===== config.mk =====
export PLATFORM = sky130hd
export DESIGN_NAME = fifo_uart_tx
export DESIGN_NICKNAME = d
export VERILOG_FILES = /design/src/rtl/fifo_uart_tx.sv
export SDC_FILE = /design/constraint.sdc
export NUM_CORES = 1
export LEC_CHECK = 0
export ABC_CLOCK_PERIOD_IN_PS = 4600
export CAP_MARGIN = 20
export CORE_MARGIN = 1
export CORE_UTILIZATION = 54
export CTS_BUF_LIST = sky130_fd_sc_hd__clkbuf_4
export DETAILED_ROUTE_END_ITERATION = 8
export PLACE_DENSITY = 0.77
export REMOVE_ABC_BUFFERS = 1
export SYNTH_ARGS = -nofsm -noshare
export SYNTH_HDL_FRONTEND = slang
export SYNTH_SLANG_ARGS = --single-unit

===== constraint.sdc =====
create_clock -name clk -period 4.6 [get_ports clk]
set_clock_uncertainty 0.15 [all_clocks]
set_input_delay 1.15 -clock clk [delete_from_list [all_inputs] [get_ports clk]]
set_output_delay 1.15 -clock clk [all_outputs]
set_load 0.02 [all_outputs]

===== src/rtl/fifo_uart_tx.sv =====
// Drains words from a ring-buffer FIFO through its one-cycle read handshake and
// sends each one as a UART frame on tx: start bit, data LSB first, optional parity, stop bits.
module fifo_uart_tx #(
   parameter int DATA_WIDTH   = 8,
   parameter int CLKS_PER_BIT = 16,
   parameter int PARITY_EN    = 0,
   parameter int PARITY_ODD   = 0,
   parameter int STOP_BITS    = 1
) (
   input  logic                  clk,
   input  logic                  reset,
   input  logic                  enable,
   output logic                  fifo_rd_en,
   input  logic [DATA_WIDTH-1:0] fifo_rd_data,
   input  logic                  fifo_rd_val,
   output logic                  tx,
   output logic                  busy,
   output logic                  frame_done
);

   localparam int BW = (CLKS_PER_BIT > 1) ? $clog2(CLKS_PER_BIT) : 1;
   localparam int IW = $clog2(DATA_WIDTH + 1);

   localparam logic [BW-1:0] BAUD_LAST = BW'(CLKS_PER_BIT - 1);
   localparam logic [IW-1:0] DATA_LAST = IW'(DATA_WIDTH - 1);
   localparam logic [IW-1:0] STOP_LAST = IW'(STOP_BITS - 1);
   localparam logic          ODD_SEL   = (PARITY_ODD != 0);

   localparam logic [2:0] S_IDLE   = 3'd0;
   localparam logic [2:0] S_WAIT   = 3'd1;
   localparam logic [2:0] S_START  = 3'd2;
   localparam logic [2:0] S_DATA   = 3'd3;
   localparam logic [2:0] S_PARITY = 3'd4;
   localparam logic [2:0] S_STOP   = 3'd5;

   logic [2:0]            state_reg;
   logic [BW-1:0]         baud_reg;
   logic [IW-1:0]         bit_reg;
   logic [DATA_WIDTH-1:0] shift_reg;
   logic                  parity_reg;
   logic                  rd_en_reg;
   logic                  tx_reg;
   logic                  busy_reg;
   logic                  done_reg;
   logic                  bit_end;

   assign bit_end    = (baud_reg == BAUD_LAST);
   assign fifo_rd_en = rd_en_reg;
   assign tx         = tx_reg;
   assign busy       = busy_reg;
   assign frame_done = done_reg;

   // tx is updated on the edge that starts each bit so the line is glitch-free and registered.
   always_ff @(posedge clk) begin
      if (reset) begin
         state_reg  <= S_IDLE;
         baud_reg   <= '0;
         bit_reg    <= '0;
         shift_reg  <= '0;
         parity_reg <= 1'b0;
         rd_en_reg  <= 1'b0;
         tx_reg     <= 1'b1;
         busy_reg   <= 1'b0;
         done_reg   <= 1'b0;
      end else begin
         done_reg  <= 1'b0;
         rd_en_reg <= 1'b0;
         case (state_reg)
            S_IDLE: begin
               // A pending read request leaves IDLE; otherwise request on enable.
               if (rd_en_reg) begin
                  state_reg <= S_WAIT;
               end else begin
                  rd_en_reg <= enable;
               end
            end
            S_WAIT: begin
               if (fifo_rd_val) begin
                  shift_reg  <= fifo_rd_data;
                  parity_reg <= (^fifo_rd_data) ^ ODD_SEL;
                  tx_reg     <= 1'b0;
                  busy_reg   <= 1'b1;
                  baud_reg   <= '0;
                  state_reg  <= S_START;
               end else begin
                  rd_en_reg <= enable;
                  state_reg <= S_IDLE;
               end
            end
            S_START: begin
               baud_reg <= baud_reg + BW'(1);
               if (bit_end) begin
                  baud_reg  <= '0;
                  tx_reg    <= shift_reg[0];
                  shift_reg <= shift_reg >> 1;
                  bit_reg   <= '0;
                  state_reg <= S_DATA;
               end
            end
            S_DATA: begin
               baud_reg <= baud_reg + BW'(1);
               if (bit_end) begin
                  baud_reg <= '0;
                  if (bit_reg == DATA_LAST) begin
                     bit_reg <= '0;
                     if (PARITY_EN != 0) begin
                        tx_reg    <= parity_reg;
                        state_reg <= S_PARITY;
                     end else begin
                        tx_reg    <= 1'b1;
                        state_reg <= S_STOP;
                     end
                  end else begin
                     tx_reg    <= shift_reg[0];
                     shift_reg <= shift_reg >> 1;
                     bit_reg   <= bit_reg + IW'(1);
                  end
               end
            end
            S_PARITY: begin
               baud_reg <= baud_reg + BW'(1);
               if (bit_end) begin
                  baud_reg  <= '0;
                  bit_reg   <= '0;
                  tx_reg    <= 1'b1;
                  state_reg <= S_STOP;
               end
            end
            S_STOP: begin
               baud_reg <= baud_reg + BW'(1);
               if (bit_end) begin
                  baud_reg <= '0;
                  if (bit_reg == STOP_LAST) begin
                     bit_reg   <= '0;
                     busy_reg  <= 1'b0;
                     done_reg  <= 1'b1;
                     rd_en_reg <= enable;
                     state_reg <= S_IDLE;
                  end else begin
                     bit_reg <= bit_reg + IW'(1);
                  end
               end
            end
            default: begin
               state_reg <= S_IDLE;
               tx_reg    <= 1'b1;
               busy_reg  <= 1'b0;
            end
         endcase
      end
   end

endmodule


==> flow_summary.ini, run 1 <==
[status]
outcome = finished, final reports clean

[route]
antenna_left = 0
dr.pass1.iters = 4
drt-total-wl_microns = 3040
drc = 0
wl_per_cell_microns = 15.59
vias_per_cell = 6.369
drt-initial-drc-count = 46
via_count = 1242

[power]
powerDensity_nw_per_um2 = 234.8
clockPowerShare = 0.273
p_seq_frac = 0.586
power.total_mw = 0.3652
combinationalPowerShare = 0.141
irDropWorstVdd_mv = 0.1610
p_switching_mw = 0.09370
swShare = 0.2565
p_int_mw = 0.2715
leakage_nw = 0.5063

[clock_tree]
cts.clk_slew.worst_paths_ps = 130
ctsResizeCount = 0
clkSinkCount = 23
cts_hold_buf = 0
cts-root-buf = clkbuf_4
h-tree-depth = 1
cts_buffers = 3
cts_setup_buffers = 0
cts.path.max_buffers = 2
cts_tree = yes
clock_latency_ps = 300

[cells_and_area]
largest_reg_flops = 8
nNetsFinal = 181
register_area_sq_um = 460.4
areaGrowthSynthToFinish_pct = 10.69
nFillCells = 223
drive_above_1_share = 0.1273
multi_input_area_sq_um = 847.1
num_antenna_cells = 0

[placement]
dp_hpwl_microns = 2148
port_buffers = 15
gp_congestion = 0.8433

[timing]
max_freq_ghz = 0.3786
tns_ps = 0
rsz0062_at_grt = no
tightest_slew_ps = 977.8
hold_viol = 0
setup_viol = 0
finalCritPeriodShare = 0.5741
relSlewSlack = 0.3473
min_period_ps = 2641
slew_viol_final = 0

[job]
cap_violations = 0

[hold_path]
min_path_type = reg2reg

[yosys]
yosysSeqAreaShare = 0.3277
synth-adder-area-share = 0.02671
synth_area_per_cell_sq_um = 8.950
synth_compound_area_frac = 0.2956
synth_simple_gate_area_frac = 0.2030
synth_xor_area_frac = 0.006233
synth_seq_cells = 23
netlist_instances = 157
ys_types = 49
yosys_warnings = 0
syn_area_sq_um = 1405
postSynth.asyncResetShare = 0
synth_top_family_by_area = compound AO/OA/AOI/OAI gates
synth_edf_count = 0
synth_ff_type = dfxtp_1
synth_mux_area_frac = 0.07124

[worst_setup_path]
cp_top_family = flip-flops
path_cells = inv_1 > and4_1 > a311oi_1 > mux2i_1
crit_type = reg2reg
start_kind = register
critPathArrivalTime_ps = 2740
slowest_delay_ps = 830
endpoint_kind = register
crit_buf_inv = 1
worst_ep_required_time_ps = 4700
worst-path-max-fanout = 22
crit_path_top_delay_cell = dfxtp_1

[grt]
grt_overflow = 0
grt_pass1_wl_microns = 5147
antenna_found_initial = 0
grt_pass1_vias = 1142
grt_max_degree = 26
track_usage = 0.2484

[die]
die_y_microns = 53.01
die_area_sq_um = 2810
start_util = 0.5672
rows = 18
coreArea_sq_um = 2477
num_io_pins = 16
die_w_microns = 53.01
[metal layers]
layer / track usage / vias up / routed length (microns)
met4: 0.08772 / 0 / 10
li1: - / 615 / -
met1: 0.3161 / 600 / 1360
met2: 0.4283 / 25 / 1595
met5: 0 / - / 0
met3: 0.02586 / 2 / 73
[synthesized netlist by cell type (3+ instances only)]
master | number | share of area
nor2b_1 | 4 | 0.018
dfxtp_1 | 23 | 0.33
nand2_1 | 10 | 0.027
nand3_1 | 7 | 0.025
nor2_1 | 11 | 0.029
inv_1 | 6 | 0.016
buf_2 | 6 | 0.021
mux2i_1 | 10 | 0.071
a311oi_2 | 7 | 0.075
nor3_1 | 3 | 0.011
a21oi_1 | 16 | 0.057
ha_1 | 3 | 0.027
nand2b_1 | 3 | 0.013
[kinds of logic (layout without fill, tap and decap cells)]
| family | Yosys count | count (layout) |
|---|---|---|
| compound gates | 50 | 50 |
| xor+xnor | 1 | 1 |
| fa+ha+maj | 3 | 3 |
| buf+inv | 18 | 26 |
| flops | 23 | 23 |
| mux | 10 | 10 |
| simple gates | 52 | 52 |
[worst reg2reg max path, delay by kind of cell, from the launching register on]
kind                   cells  cell delay (ps)
flip-flops                 1              830
buffers and inverters      1              600
AND/OR/NAND/NOR            1              430
AO/OA/AOI/OAI              1              340
multiplexers               1              220
[power groups by stage]
stage | clock (mW) | combinational, mW | sequential, mW
5_1_grt | 0.111 | 0.0561 | 0.215
3_5_place_dp | 0 | 0.0510 | 0.219
4_1_cts | 0.103 | 0.0513 | 0.214
3_3_place_gp | 0 | 0.0492 | 0.218
2_1_floorplan | 0 | 0.0283 | 0.218
6_report | 0.0997 | 0.0515 | 0.214
[path summary, 6_finish.rpt]
| check | from | endpoint | slack [ps] | depth (start not counted) |
|---|---|---|---|---|
| setup / recovery | state_reg[2]$_SDFFE_PP0P_ | tx$_SDFFE_PP1P_ | 1960 | 4 |
| hold / removal | bit_reg[0]$_SDFFE_PP0P_ | bit_reg[0]$_SDFFE_PP0P_ | 370 | 2 |
| setup reg to reg | state_reg[2]$_SDFFE_PP0P_ | tx$_SDFFE_PP1P_ | 1960 | 4 |
| hold reg to reg | bit_reg[0]$_SDFFE_PP0P_ | bit_reg[0]$_SDFFE_PP0P_ | 370 | 2 |
[layout make-up]
type / count / area share
inverters: 6 / 0.01448
well taps: 30 / 0.02414
multi-input cells: 116 / 0.5447
repair buffers: 16 / 0.1014
clock buffers: 4 / 0.01931
flip-flops and latches: 23 / 0.2961
[cells in the final DEF, fill, tap and decap left out, types with 2 or more instances in the layout]
master           netlist  layout
a211oi_1               2       2
nand2_1               10      10
dfxtp_1               23      23
a21oi_1               16      16
nand2b_1               3       3
nand4_1                2       2
a221oi_1               2       2
clkbuf_4               0       4
and4_1                 2       2
o22ai_1                2       2
a21oi_2                2       2
nor2b_1                4       4
clkdlybuf4s50_1        0      15
and3_1                 2       2
nor3_1                 3       3
a311oi_2               7       7
inv_1                  6       6
nand3_1                7       7
nor2_1                11      11
o221ai_1               2       2
ha_1                   3       3
mux2i_1               10      10
and3b_1                2       2
[per-stage QoR]
| stage | util | hold WS (ps) | cell area (sq um) | instances | setup slack, ps |
|---|---|---|---|---|---|
| 4_1_cts | 0.6278 | 376.5 | 1555 | 195 | 1985 |
| 2_1_floorplan | - | 301.3 | 1330 | 145 | 2378 |
| 6_report | 0.6278 | 370.4 | 1555 | 195 | 1959 |
| 5_1_grt | 0.6278 | 417.4 | 1555 | 195 | 1811 |
| 3_5_place_dp | 0.6157 | 355.8 | 1525 | 191 | 1706 |
| 3_3_place_gp | 0.6157 | 328.0 | 1525 | 191 | 1755 |
Power figures use the tool's default switching activity.
==> run 2, diff against run 1 <==
- ABC_CLOCK_PERIOD_IN_PS: 4600 -> 2300
- CORE_UTILIZATION: 54 -> 52
- PLACE_DENSITY: 0.77 -> 0.78
- clock period: 4.6 -> 2.3 ns (I/O delays scaled with it)
==> run 2 against run 1 <==
Via count is 0.81% higher. First-iteration DRC count is 33% lower. Sequential power rose by 99%. Global-route usage fell by 1.4 points. Critical endpoint is now fifo_rd_en. Highest routed layer unchanged.
==> flow_summary.ini, run 2 (synthesis gave the netlist of run 1 again) <==
[status]
outcome = finished, final reports clean

[hold_path]
min_path_type = reg2reg
holdPathStages = 2

[grt]
grt_pass1_wl_microns = 4981
track_usage = 0.2348
grt_max_degree = 17
antenna_found_initial = 0
grt_pass1_vias = 1154
grt_overflow = 0

[cells_and_area]
nFillCells = 224
num_antenna_cells = 0
register_area_sq_um = 460.4
areaGrowthSynthToFinish_pct = 14.25
final_common_cell = dfxtp_1
largest_reg_flops = 8
nNetsFinal = 188
final_cell_mix = dfxtp_1, a21oi_1, clkdlybuf4s50_1
multi_input_area_sq_um = 847.1
drive_above_1_share = 0.1628

[clock_tree]
clock_latency_ps = 320
cts-root-buf = clkbuf_4
clkSinkCount = 23
ctsResizeCount = 0
cts_tree = yes
cts.clk_slew.worst_paths_ps = 140
cts_setup_buffers = 0
cts_buffers = 3
cts.path.max_buffers = 2
cts_hold_buf = 0
h-tree-depth = 1

[power]
irDropWorstVdd_mv = 0.3998
power.total_mw = 0.7278
p_switching_mw = 0.1960
powerDensity_nw_per_um2 = 453.4
leakage_nw = 0.5417
p_seq_frac = 0.585
combinationalPowerShare = 0.149
swShare = 0.2693
clockPowerShare = 0.266
p_int_mw = 0.5318

[timing]
relSlewSlack = 0.6931
tightest_slew_ps = 458.4
slew_viol_final = 0
min_period_ps = 2051
tns_ps = 0
hold_viol = 0
finalCritPeriodShare = 0.8919
max_freq_ghz = 0.4875
setup_viol = 0
rsz0062_at_grt = no

[worst_setup_path]
worst_ep_required_time_ps = 1570
start_kind = register
slowest_delay_ps = 620
cp_top_family = buffers and inverters
reg2reg_setup_slack_ps = 370
worstSetupStartpoint = fifo_rd_en$_SDFF_PP0_
path_cells = clkdlybuf4s50_1
crit_path_top_delay_cell = clkdlybuf4s50_1
worstReg2RegEnd = shift_reg[4]$_SDFFE_PP0P_
crit_cells = 1
crit_type = reg2out
endpoint = fifo_rd_en
r2r-start = baud_reg[0]$_SDFFE_PP0P_
critPathArrivalTime_ps = 1330
worstRegToRegCells = 5
worst-path-max-fanout = 3
endpoint_kind = output port
crit_buf_inv = 1

[route]
via_count = 1252
drt-initial-drc-count = 31
vias_per_cell = 6.198
drc = 0
drt-total-wl_microns = 3083
dr.pass1.iters = 4
antenna_left = 0
wl_per_cell_microns = 15.26

[placement]
gp_congestion = 0.8186
dp_hpwl_microns = 2283
port_buffers = 15

[die]
die_area_sq_um = 2914
die_y_microns = 53.98
die_w_microns = 53.98
coreArea_sq_um = 2522
start_util = 0.5570
num_io_pins = 16
rows = 18

[job]
cap_violations = 0
==> run 2: worst register-to-register path: stages (launching register included) <==
cell and delay, ps:
dfxtp_1 440, ha_1 280, and3_1 210, a31o_2 370
a21oi_1 140, a311oi_2 250
==> run 2: power groups by stage <==
stage,Clock [mW],Sequential (mW),Combinational [mW]
floorplan,0,0.435,0.0567
global placement,0,0.433,0.105
detailed placement,0,0.434,0.109
CTS,0.199,0.425,0.109
global route,0.210,0.428,0.118
finish,0.194,0.426,0.109
==> run 2: worst min-delay path by stage <==
stage	slack [ps]	startpoint	endpoint
final	350	bit_reg[1]$_SDFFE_PP0P_	bit_reg[1]$_SDFFE_PP0P_
after global routing	400	shift_reg[5]$_SDFFE_PP0P_	shift_reg[5]$_SDFFE_PP0P_
after CTS	350	bit_reg[1]$_SDFFE_PP0P_	bit_reg[1]$_SDFFE_PP0P_
after detailed placement	330	bit_reg[1]$_SDFFE_PP0P_	bit_reg[1]$_SDFFE_PP0P_
after global placement	320	bit_reg[1]$_SDFFE_PP0P_	bit_reg[1]$_SDFFE_PP0P_
after floorplan	300	bit_reg[1]$_SDFFE_PP0P_	bit_reg[1]$_SDFFE_PP0P_
==> run 2: per-stage QoR <==
stage               utilization  hold slack (ps)  setup slack, ps  instance area (sq um)  cells
floorplan                     -            301.3            167.1                   1330    145
detailed placement       0.6255            333.5            43.33                   1578    198
finish                   0.6364            352.8            248.7                   1605    202
global placement         0.6255            324.2            102.2                   1578    198
CTS                      0.6364            351.9            246.2                   1605    202
global route             0.6364            403.3            232.2                   1605    202
==> run 2: layout make-up <==
cell class | count | area share
clock buffers | 3 | 0.01403
clock inverters | 1 | 0.003118
inverters | 6 | 0.01403
multi-input cells | 116 | 0.5277
flip-flops and latches | 23 | 0.2868
well taps | 30 | 0.02338
repair buffers | 23 | 0.1309
==> run 2: routing by layer <==
| metal | up-vias | global-route usage | routed length (microns) |
|---|---|---|---|
| li1 | 625 | - | - |
| met1 | 599 | 0.2980 | 1408 |
| met2 | 26 | 0.4095 | 1568 |
| met3 | 2 | 0.02825 | 93 |
| met4 | 0 | 0.07265 | 12 |
| met5 | - | 0 | 0 |
==> run 3, diff against run 2 <==
- ABC_CLOCK_PERIOD_IN_PS: 2300 -> 2000
- CORE_UTILIZATION: 52 -> 54
- PLACE_DENSITY: 0.78 -> 0.77
- clock period: 2.3 -> 2 ns (I/O delays scaled with it)
==> run 3 against run 2 <==
Global-route usage is 2.9 points higher. Sequential power is 14% higher. Final cell count is 3.0% higher. Combinational power is 28% higher. Register-to-register slack worse by 260 ps. Sequential share of layout area is 1.2 points lower. Routed wire length is 9.2% higher. Total power is 20% higher. Design area is 4.4% higher. Clock power is 26% higher. Non-clock buffer count is 6 higher. Largest cell class unchanged. Largest power group unchanged.
==> flow_summary.ini, run 3 (synthesis gave the netlist of run 1 again) <==
[timing]
relSlewSlack = 0.6536
setup_viol = 0
slew_viol_final = 0
hold_viol = 0
tightest_slew_ps = 518.9
min_period_ps = 1935
max_freq_ghz = 0.5168
rsz0062_at_grt = no
finalCritPeriodShare = 0.9675

[status]
outcome = finished, final reports clean

[worst_setup_path]
crit_path_top_delay_cell = clkdlybuf4s50_1
worst-path-max-fanout = 2
path_cells = clkdlybuf4s50_1
crit_buf_inv = 1
endpoint_kind = output port
slowest_delay_ps = 600
cp_top_family = buffers and inverters
critPathArrivalTime_ps = 1280
crit_type = reg2out
start_kind = register
worst_ep_required_time_ps = 1350

[power]
swShare = 0.2699
powerDensity_nw_per_um2 = 519.8
combinationalPowerShare = 0.160
clockPowerShare = 0.281
p_seq_frac = 0.559
p_int_mw = 0.6362
p_switching_mw = 0.2353
irDropWorstVdd_mv = 0.4441
leakage_nw = 0.5962

[job]
cap_violations = 0

[route]
vias_per_cell = 6.236
wl_per_cell_microns = 16.18
drt-total-wl_microns = 3366
drc = 0
via_count = 1297
antenna_left = 0
dr.pass1.iters = 4
drt-initial-drc-count = 36

[die]
coreArea_sq_um = 2477
die_w_microns = 53.01
die_y_microns = 53.01
start_util = 0.5672
rows = 18
num_io_pins = 16
die_area_sq_um = 2810

[grt]
grt_max_degree = 19
grt_overflow = 0
antenna_found_initial = 0
track_usage = 0.2635
grt_pass1_vias = 1128
grt_pass1_wl_microns = 5340

[cells_and_area]
final_common_cell = dfxtp_1
nNetsFinal = 194
multi_input_area_sq_um = 855.8
drive_above_1_share = 0.1910
register_area_sq_um = 460.4
final_cell_mix = dfxtp_1, a21oi_1, clkdlybuf4s50_1
nFillCells = 221
finalCoreUtilization = 0.6768
areaGrowthSynthToFinish_pct = 19.32
num_antenna_cells = 0
largest_reg_flops = 8
final_cell_count_no_fill = 208

[placement]
gp_congestion = 0.8503
dp.cells = 204
port_buffers = 15
dp_hpwl_microns = 2443

[clock_tree]
clock_latency_ps = 330
clkSinkCount = 23
cts.clk_slew.worst_paths_ps = 120
h-tree-depth = 1
cts-root-buf = clkbuf_4
cts_hold_buf = 0
cts_setup_buffers = 0
cts_tree = yes
cts.path.max_buffers = 2
cts_buffers = 3

[hold_path]
min_path_type = reg2reg
-- run 3: final cells by class --
type | count | share of cell area
inverter | 6 | 0.01343
tap | 30 | 0.02239
timing repair buffer | 29 | 0.1612
multi-input combinational | 116 | 0.5104
sequential | 23 | 0.2746
clock buffer | 4 | 0.01791
-- run 3: power by group through the flow --
stage          Combinational, mW  Sequential [mW]  Clock, mW
4_1_cts                    0.138            0.487      0.248
5_1_grt                    0.150            0.489      0.260
2_1_floorplan             0.0652            0.501          0
3_3_place_gp               0.132            0.496          0
3_5_place_dp               0.138            0.497          0
6_report                   0.139            0.487      0.245
-- run 3: through the flow --
step	setup TNS, ps	worst slack [ps]	cell area, sq um	power, mW	hold slack (ps)
final	0	65.02	1677	0.8715	357.3
after global routing	0	3.522	1677	0.8990	383.1
after CTS	0	11.30	1665	0.8736	359.4
after detailed placement	-815.9	-117.1	1635	0.6351	340.9
after global placement	-415.5	-60.84	1635	0.6280	323.0
after floorplan	-132.9	-132.9	1330	0.5658	301.3
-- run 3: final timing paths --
path | startpoint | to | slack [ps] | cells past startpoint
setup / recovery | tx$_SDFFE_PP1P_ | tx | 70 | 1
setup reg to reg | baud_reg[0]$_SDFFE_PP0P_ | state_reg[2]$_SDFFE_PP0P_ | 110 | 6
hold reg to reg | bit_reg[1]$_SDFFE_PP0P_ | bit_reg[1]$_SDFFE_PP0P_ | 360 | 2
hold / removal | bit_reg[1]$_SDFFE_PP0P_ | bit_reg[1]$_SDFFE_PP0P_ | 360 | 2
-- run 3: timing repair --
action | in CTS | in global routing
endpoints found under the hold margin | 0 | 0
resized for setup | 0 | 2
setup endpoints to repair | 0 | 4
-- run 3: metal layers --
| metal | wire length [microns] | part of all wire | track usage | up-vias |
|---|---|---|---|---|
| met2 | 1690 | 0.50 | 0.4388 | 38 |
| met1 | 1472 | 0.44 | 0.3397 | 613 |
| met5 | 0 | 0 | 0 | - |
| met3 | 145 | 0.043 | 0.03448 | 6 |
| li1 | - | - | - | 640 |
| met4 | 58 | 0.017 | 0.1053 | 0 |
